===== config.mk =====
export PLATFORM = sky130hd
export DESIGN_NAME = wb_grf
export DESIGN_NICKNAME = d
export VERILOG_FILES = /design/src/rtl/wb_grf.sv
export SDC_FILE = /design/constraint.sdc
export NUM_CORES = 2
export LEC_CHECK = 0
export BUFFER_PORTS_ARGS = -buffer_cell sky130_fd_sc_hd__buf_4
export CAP_MARGIN = 20
export CORE_ASPECT_RATIO = 1.4
export CORE_MARGIN = 2
export CORE_UTILIZATION = 39
export CTS_CLUSTER_SIZE = 12
export DETAILED_ROUTE_END_ITERATION = 12
export GPL_TIMING_DRIVEN = 0
export SYNTH_ARGS = -nofsm -noshare
export SYNTH_HDL_FRONTEND = slang
export SYNTH_SLANG_ARGS = --single-unit

===== constraint.sdc =====
create_clock -name clk -period 46.9 [get_ports clk]
set_input_delay 4.69 -clock clk [delete_from_list [all_inputs] [get_ports clk]]
set_output_delay 4.69 -clock clk [all_outputs]
set_load 0.02 [all_outputs]

===== src/rtl/wb_grf.sv =====
// rtl/wb_grf.sv - writeback-stage general register file with bypass, debug trace and commit counter
//
// Purpose: 31 x 32-bit general registers (x0 hardwired to zero) written from
// the W stage, two combinational read ports for the D stage with same-cycle
// W-stage bypass, a registered one-cycle trace of the last committed write,
// and a wrapping count of committed writes.
//
// Ports:
//   clk, reset            clock, asynchronous active-high reset
//   regWriteW             W-stage write enable
//   memToRegW, jalOpW     writeback source select (jalOpW has priority)
//   loadDataW, aluOutW    candidate writeback values
//   pcW                   W-stage PC (link value base, traced in dbgPc)
//   writeRegW             destination index
//   rs1Addr, rs2Addr      read addresses
//   rs1Data, rs2Data      read data (bypassed)
//   wbData                selected writeback value
//   dbgWe/dbgAddr/dbgData/dbgPc  registered trace of last cycle's commit
//   wbCount               committed-write counter (CNT_W bits, wraps)

module wb_grf #(
  parameter int JAL_OFFSET = 8,
  parameter int CNT_W      = 32
) (
  input  logic             clk,
  input  logic             reset,
  input  logic             regWriteW,
  input  logic             memToRegW,
  input  logic             jalOpW,
  input  logic [31:0]      loadDataW,
  input  logic [31:0]      aluOutW,
  input  logic [31:0]      pcW,
  input  logic [4:0]       writeRegW,
  input  logic [4:0]       rs1Addr,
  input  logic [4:0]       rs2Addr,
  output logic [31:0]      rs1Data,
  output logic [31:0]      rs2Data,
  output logic [31:0]      wbData,
  output logic             dbgWe,
  output logic [4:0]       dbgAddr,
  output logic [31:0]      dbgData,
  output logic [31:0]      dbgPc,
  output logic [CNT_W-1:0] wbCount
);

  logic [31:0]      r_regs [1:31];
  logic             r_dbg_we;
  logic [4:0]       r_dbg_addr;
  logic [31:0]      r_dbg_data;
  logic [31:0]      r_dbg_pc;
  logic [CNT_W-1:0] r_wb_count;

  logic [31:0]      w_wb_data;
  logic             w_commit;
  logic [31:0]      w_rs1_data;
  logic [31:0]      w_rs2_data;

  // jalOpW is tested first so memToRegW can never leak into a link value
  always_comb begin
    w_wb_data = aluOutW;
    if (jalOpW) begin
      w_wb_data = pcW + 32'(JAL_OFFSET);
    end else if (memToRegW) begin
      w_wb_data = loadDataW;
    end
  end

  assign w_commit = regWriteW && (writeRegW != 5'd0);

  // Bypass is not gated by reset: the current inputs stay visible even while
  // the array itself is held clear.
  always_comb begin
    w_rs1_data = '0;
    if (rs1Addr != 5'd0) begin
      if (w_commit && (writeRegW == rs1Addr)) begin
        w_rs1_data = w_wb_data;
      end else begin
        w_rs1_data = r_regs[rs1Addr];
      end
    end
  end

  always_comb begin
    w_rs2_data = '0;
    if (rs2Addr != 5'd0) begin
      if (w_commit && (writeRegW == rs2Addr)) begin
        w_rs2_data = w_wb_data;
      end else begin
        w_rs2_data = r_regs[rs2Addr];
      end
    end
  end

  always_ff @(posedge clk or posedge reset) begin
    if (reset) begin
      for (int i = 1; i < 32; i++) begin
        r_regs[i] <= '0;
      end
    end else if (w_commit) begin
      r_regs[writeRegW] <= w_wb_data;
    end
  end

  always_ff @(posedge clk or posedge reset) begin
    if (reset) begin
      r_dbg_we   <= 1'b0;
      r_dbg_addr <= '0;
      r_dbg_data <= '0;
      r_dbg_pc   <= '0;
      r_wb_count <= '0;
    end else begin
      r_dbg_we   <= w_commit;
      r_dbg_addr <= w_commit ? writeRegW : 5'd0;
      r_dbg_data <= w_commit ? w_wb_data : 32'd0;
      r_dbg_pc   <= w_commit ? pcW : 32'd0;
      if (w_commit) begin
        r_wb_count <= r_wb_count + CNT_W'(1);
      end
    end
  end

  assign wbData  = w_wb_data;
  assign rs1Data = w_rs1_data;
  assign rs2Data = w_rs2_data;
  assign dbgWe   = r_dbg_we;
  assign dbgAddr = r_dbg_addr;
  assign dbgData = r_dbg_data;
  assign dbgPc   = r_dbg_pc;
  assign wbCount = r_wb_count;

endmodule


-- Yosys cells after proc, flatten, opt, wreduce, memory -nomap -nowiden
Cells that the tools add are included.
- bits in registers: 1094
- output and inout port bits: 198
- logic and storage cells: 72
- $add $sub $neg: 2
- magnitude comparators: 4
- eq/ne operators: 2
- mux-type cells: 18
- bitwise operators: 3
- reduce and logical (&&, ||, !) cells: 7
- operators by type and width (cell ; number):
    $bwmux 992 ; 1
    $mux 32 ; 13
    $bmux 32 s5 ; 2
    $demux 32 s5 ; 1
    $add 32x1->32 const B ; 1
    $add 32x4->32 const B ; 1
    $ge 6x6->1 const B ; 3
    $not 5->6 ; 3
    $reduce_bool 5->1 ; 3
    $eq 5x5->1 ; 2
    $lt 6x1->1 const B ; 1
    $mux 5 ; 1
    $logic_and 1x1->1 ; 4

-- Depth between registers and ports, before layout
- word-level depth: 6
- gate-level depth with buffers: 11
- gate-level depth less buffers: 8

-- Worst setup path before layout
Ideal clock, no wire load.
- path kind: input port to output port
- start: input rs2Addr[0]
- end: output rs2Data[6]
- arrival: 6.586 ns
- required time: 42.210 ns
- slack: 35.624 ns
- stages on the path: 9
- buffers on the path: 5
- path through: buf_4 > buf_4 > buf_4 > buf_4 > buf_2 > a22oi_1 > o211ai_1 > nand3_1 > a211oi_1
- longest elaborated chain between the ends: 6
- elaborated cells between the ends (all ways): 9
- classes of those cells: eq/ne (1); mux (5); bitwise (1); reduce/logical (2)
- RTL lines (what ; line ; text):
    start: declaration ; 35 ; input logic [4:0] rs2Addr,
    $not 5->6 (not written as such) ; 89 ; w_rs2_data = r_regs[rs2Addr];
    $bmux 32 s5 ; 89 ;
    $mux 32 (not written as such) (2 in series) ; 89 ;
    $mux 32 ; 86 ; if (w_commit && (writeRegW == rs2Addr)) begin
    $mux 32 (*) ; 85 ; if (rs2Addr != 5'd0) begin
    end: declaration ; 37 ; output logic [31:0] rs2Data,
Every way passes the cells marked *; elsewhere a longest branch is shown, timed or not. The select of a mux whose other input is x is not followed.

-- Worst setup path in the final report
- start: input rs2Addr[1]
- end: output rs2Data[8]
The elaborated chain is that of the path after synthesis.

==> impl_metrics.csv <==
group,metric,value,unit
outcome,outcome,"finished, final reports clean",
synthesis,syn-num-nets,5572,
timing,finalHoldViolCount,0,
synthesis,synth_edf_count,0,
die,die_area,0.149,mm^2
global_routing,first_global_vias,51600,
worst_setup_path,path_cells,"buf_2 > buf_2 > buf_2 > buf_2 > mux2i_1 > a21oi_1 > nor4b_1 > a211oi_1 > a21oi_1 > buf_4",
synthesis,yosysSeqAreaShare,48.2,%
worst_setup_path,cpMostUsedCell,"buf_2",
clocking,clock_latency,0.84,ns
flow_run,cap_violations,0,
power,p_sw,1.04,mW
clocking,post_cts_buffers,0,
timing,drv_slew,0,
worst_setup_path,cp-end-kind,"output port",
power,swShare,34.9,%
worst_setup_path,cp-start-kind,"primary input",
synthesis,syn_inst,5454,
synthesis,synth_area,0.0568,mm^2
routing,final_antenna_net_count,0,
power,ir_worst_vdd,0.0000337,V
global_routing,grt_usage,45.2,%
synthesis,synth_top_area_share,48.2,%
clocking,clk_pin_slew,0.06,ns
routing,wl_per_cell,42.6,um
power,power,2.98,mW
synthesis,avgSynthCellArea,10.4,um^2
clocking,cts.path.max_buffers,3,
timing,rsz0062_at_grt,"no",
synthesis,synth.most_common_cell,"nand2_1",
clocking,htreeDepth,3,
clocking,cts_tree,"done",
clocking,cts_resized,0,
min_path,hold_class,"register to register",
worst_setup_path,crit_required,42.21,ns
routing,drt-pass1-iter-count,6,
power,seq_power_share,43.1,%
worst_setup_path,slowest_stage,"nor4b_1",
synthesis,yosysUniqueCellTypes,76,
placement,io_buffers,302,
die,rows,165,
worst_setup_path,worstRegToRegCells,7,
synthesis,synth_area_leaders,"dfrtp_1 48%, mux4_2 14%, o21ai_0 8.2%, nand2_1 7.5%, mux2i_1 3.9%",
timing,maxSlewHeadroom,10.7,%
die,die_h,455,um
worst_setup_path,critPathMaxFanout,13,
placement,place_inst,7738,
die,core-area,0.145,mm^2
clocking,postCtsHoldBufs,0,
die,start_util,39.3,%
power,power_frac_clock,32.8,%
worst_setup_path,crit_type,"primary input to output port",
global_routing,overflow,0,
timing,fin_crit_sh,30.6,%
worst_setup_path,slowest_delay,1.06,ns
synthesis,synth_seq_cells,1094,
clocking,cts_root_buffer,"clkbuf_16",
routing,drc_errors,0,
synthesis,synth_warnings,0,
final_layout,drive_gt1_share,19.9,%
global_routing,grt_pass1_wl,454000,um
final_layout,final.fill_count,13900,
routing,vias,54800,
clocking,cts.sinks,1094,
timing,worst_pin_slew,1.34,ns
final_layout,final_cell_count_no_fill,7995,
min_path,min_path_cells,1,
clocking,cts_buffers,116,
final_layout,area_growth,17.3,%
placement,gp_congestion,1.11,
global_routing,grt_start_max_net_pins,123,
synthesis,ys_async_sr_fraction,100,%
placement,dp_hpwl,247000,um
power,p_leak,29.3,nW
synthesis,synth_top_cell_by_area,"dfrtp_1",
routing,drt_iter0_markers,8818,
global_routing,grt_antenna_before_repair,36,
power,power_frac_comb,24.1,%
power,p_int,1.94,mW
timing,min_period,14.36,ns
synthesis,yosys-top-cells-count,"1137 x nand2_1, 1094 x dfrtp_1, 929 x o21ai_0",
die,die_w,326,um
timing,fin_worst_skew,0.00236,ns
timing,timing.fmax,69.7,MHz
final_layout,fin_nets,6066,
synthesis,ys.flop_type,"dfrtp_1",
die,io_pins,314,
worst_setup_path,critPathArrivalTime,9.67,ns
power,p_per_area,44.7,mW/mm^2
routing,vias_per_cell,6.86,
timing,setup-violations-final,0,
routing,wl,340000,um
state kept, by name (all words and copies together), names as in the netlist:
name     flops
dbgData     32
dbgPc       32
wbCount     32
r_regs     992
dbgWe        1
dbgAddr      5
path summary, 6_finish.rpt:
| check | to | slack, ns | from |
|---|---|---|---|
| min in group asynchronous | wbCount[10] | 3.96 | reset |
| hold reg to reg | wbCount[31] | 0.48 | wbCount[31] |
| max in group asynchronous | r_regs[353] | 40.12 | reset |
| setup / recovery | rs2Data[8] | 32.54 | rs2Addr[1] |
| hold / removal | wbCount[31] | 0.48 | wbCount[31] |
| setup reg to reg | wbCount[31] | 44.65 | wbCount[4] |
stage by stage:
stage / utilization, % / area [um^2] / hold slack [ns] / worst slack [ns] / setup TNS (ns)
final: 46.1 / 66600 / 0.478 / 32.54 / 0
after global routing: 46.0 / 66500 / 0.515 / 32.88 / 0
after CTS: 45.9 / 66300 / 0.477 / 33.21 / 0
after detailed placement: 43.2 / 62500 / 0.460 / 33.23 / 0
after global placement: 42.5 / 61400 / 0.462 / -2.31 / -2088.24
after floorplan: - / 56800 / 0.459 / 11.41 / 0
logic make-up after synthesis:
group | synth area share, %
AO/OA/AOI/OAI | 14.9
XOR/XNOR | 1.05
adder cells (fa/ha/maj) | 0.0441
buffers and inverters | 4.47
flip-flops | 48.2
multiplexers | 19.9
AND/OR/NAND/NOR | 11.4
placed cells by master (no fill, tap or decap), types with 36 or more instances in the layout:
cell and n:
xnor2_1 53, and2_1 44, buf_8 36, clkbuf_16 116, inv_1 43, mux4_2 359
buf_2 127, o21ai_0 929, dfrtp_1 1094, o21ai_1 149, a21oi_1 91, o22ai_1 51
diode_2 38, clkbuf_1 368, a221oi_1 68, nor2_1 131, mux2_2 91, nor3_1 37
nand2_1 1137, a22oi_1 43, nand3_1 58, buf_4 342, mux2i_1 221
worst max-delay path: cells and delay by family:
| family | cells | cell delay (ns) |
|---|---|---|
| buffers and inverters | 5 | 2.83 |
| multiplexers | 1 | 0.18 |
| AND/OR/NAND/NOR | 1 | 1.06 |
| AO/OA/AOI/OAI | 3 | 0.82 |
power groups by stage:
stage | combinational [mW] | clock, mW | sequential [mW]
6_report | 0.717 | 0.977 | 1.28
5_1_grt | 0.746 | 1.01 | 1.30
4_1_cts | 0.679 | 0.968 | 1.27
3_5_place_dp | 0.677 | 0 | 1.29
3_3_place_gp | 0.656 | 0 | 1.28
2_1_floorplan | 0.407 | 0 | 1.24
layout make-up:
type / count / area (um^2) / share of cell area [%]
Sequential cell: 1094 / 27400 / 41.1
Multi-Input combinational cell: 3779 / 26900 / 40.4
Timing Repair Buffer: 376 / 3430 / 5.15
Clock buffer: 171 / 3380 / 5.08
Tap cell: 1920 / 2400 / 3.61
Buffer: 533 / 2370 / 3.56
Clock inverter: 36 / 462 / 0.694
Inverter: 48 / 188 / 0.282
Antenna cell: 38 / 95.1 / 0.143
per-layer routing:
layer	global-route usage (%)	share of wire [%]	vias to the layer above	wire length (um)
met5	0.0324	0.042	-	143
met4	38.4	11	24	36100
met3	22.8	15	1560	52700
met2	62.0	41	5209	139000
met1	52.1	33	27400	113000
li1	-	-	20700	-
No activity file was read; power rests on OpenSTA's default activity.
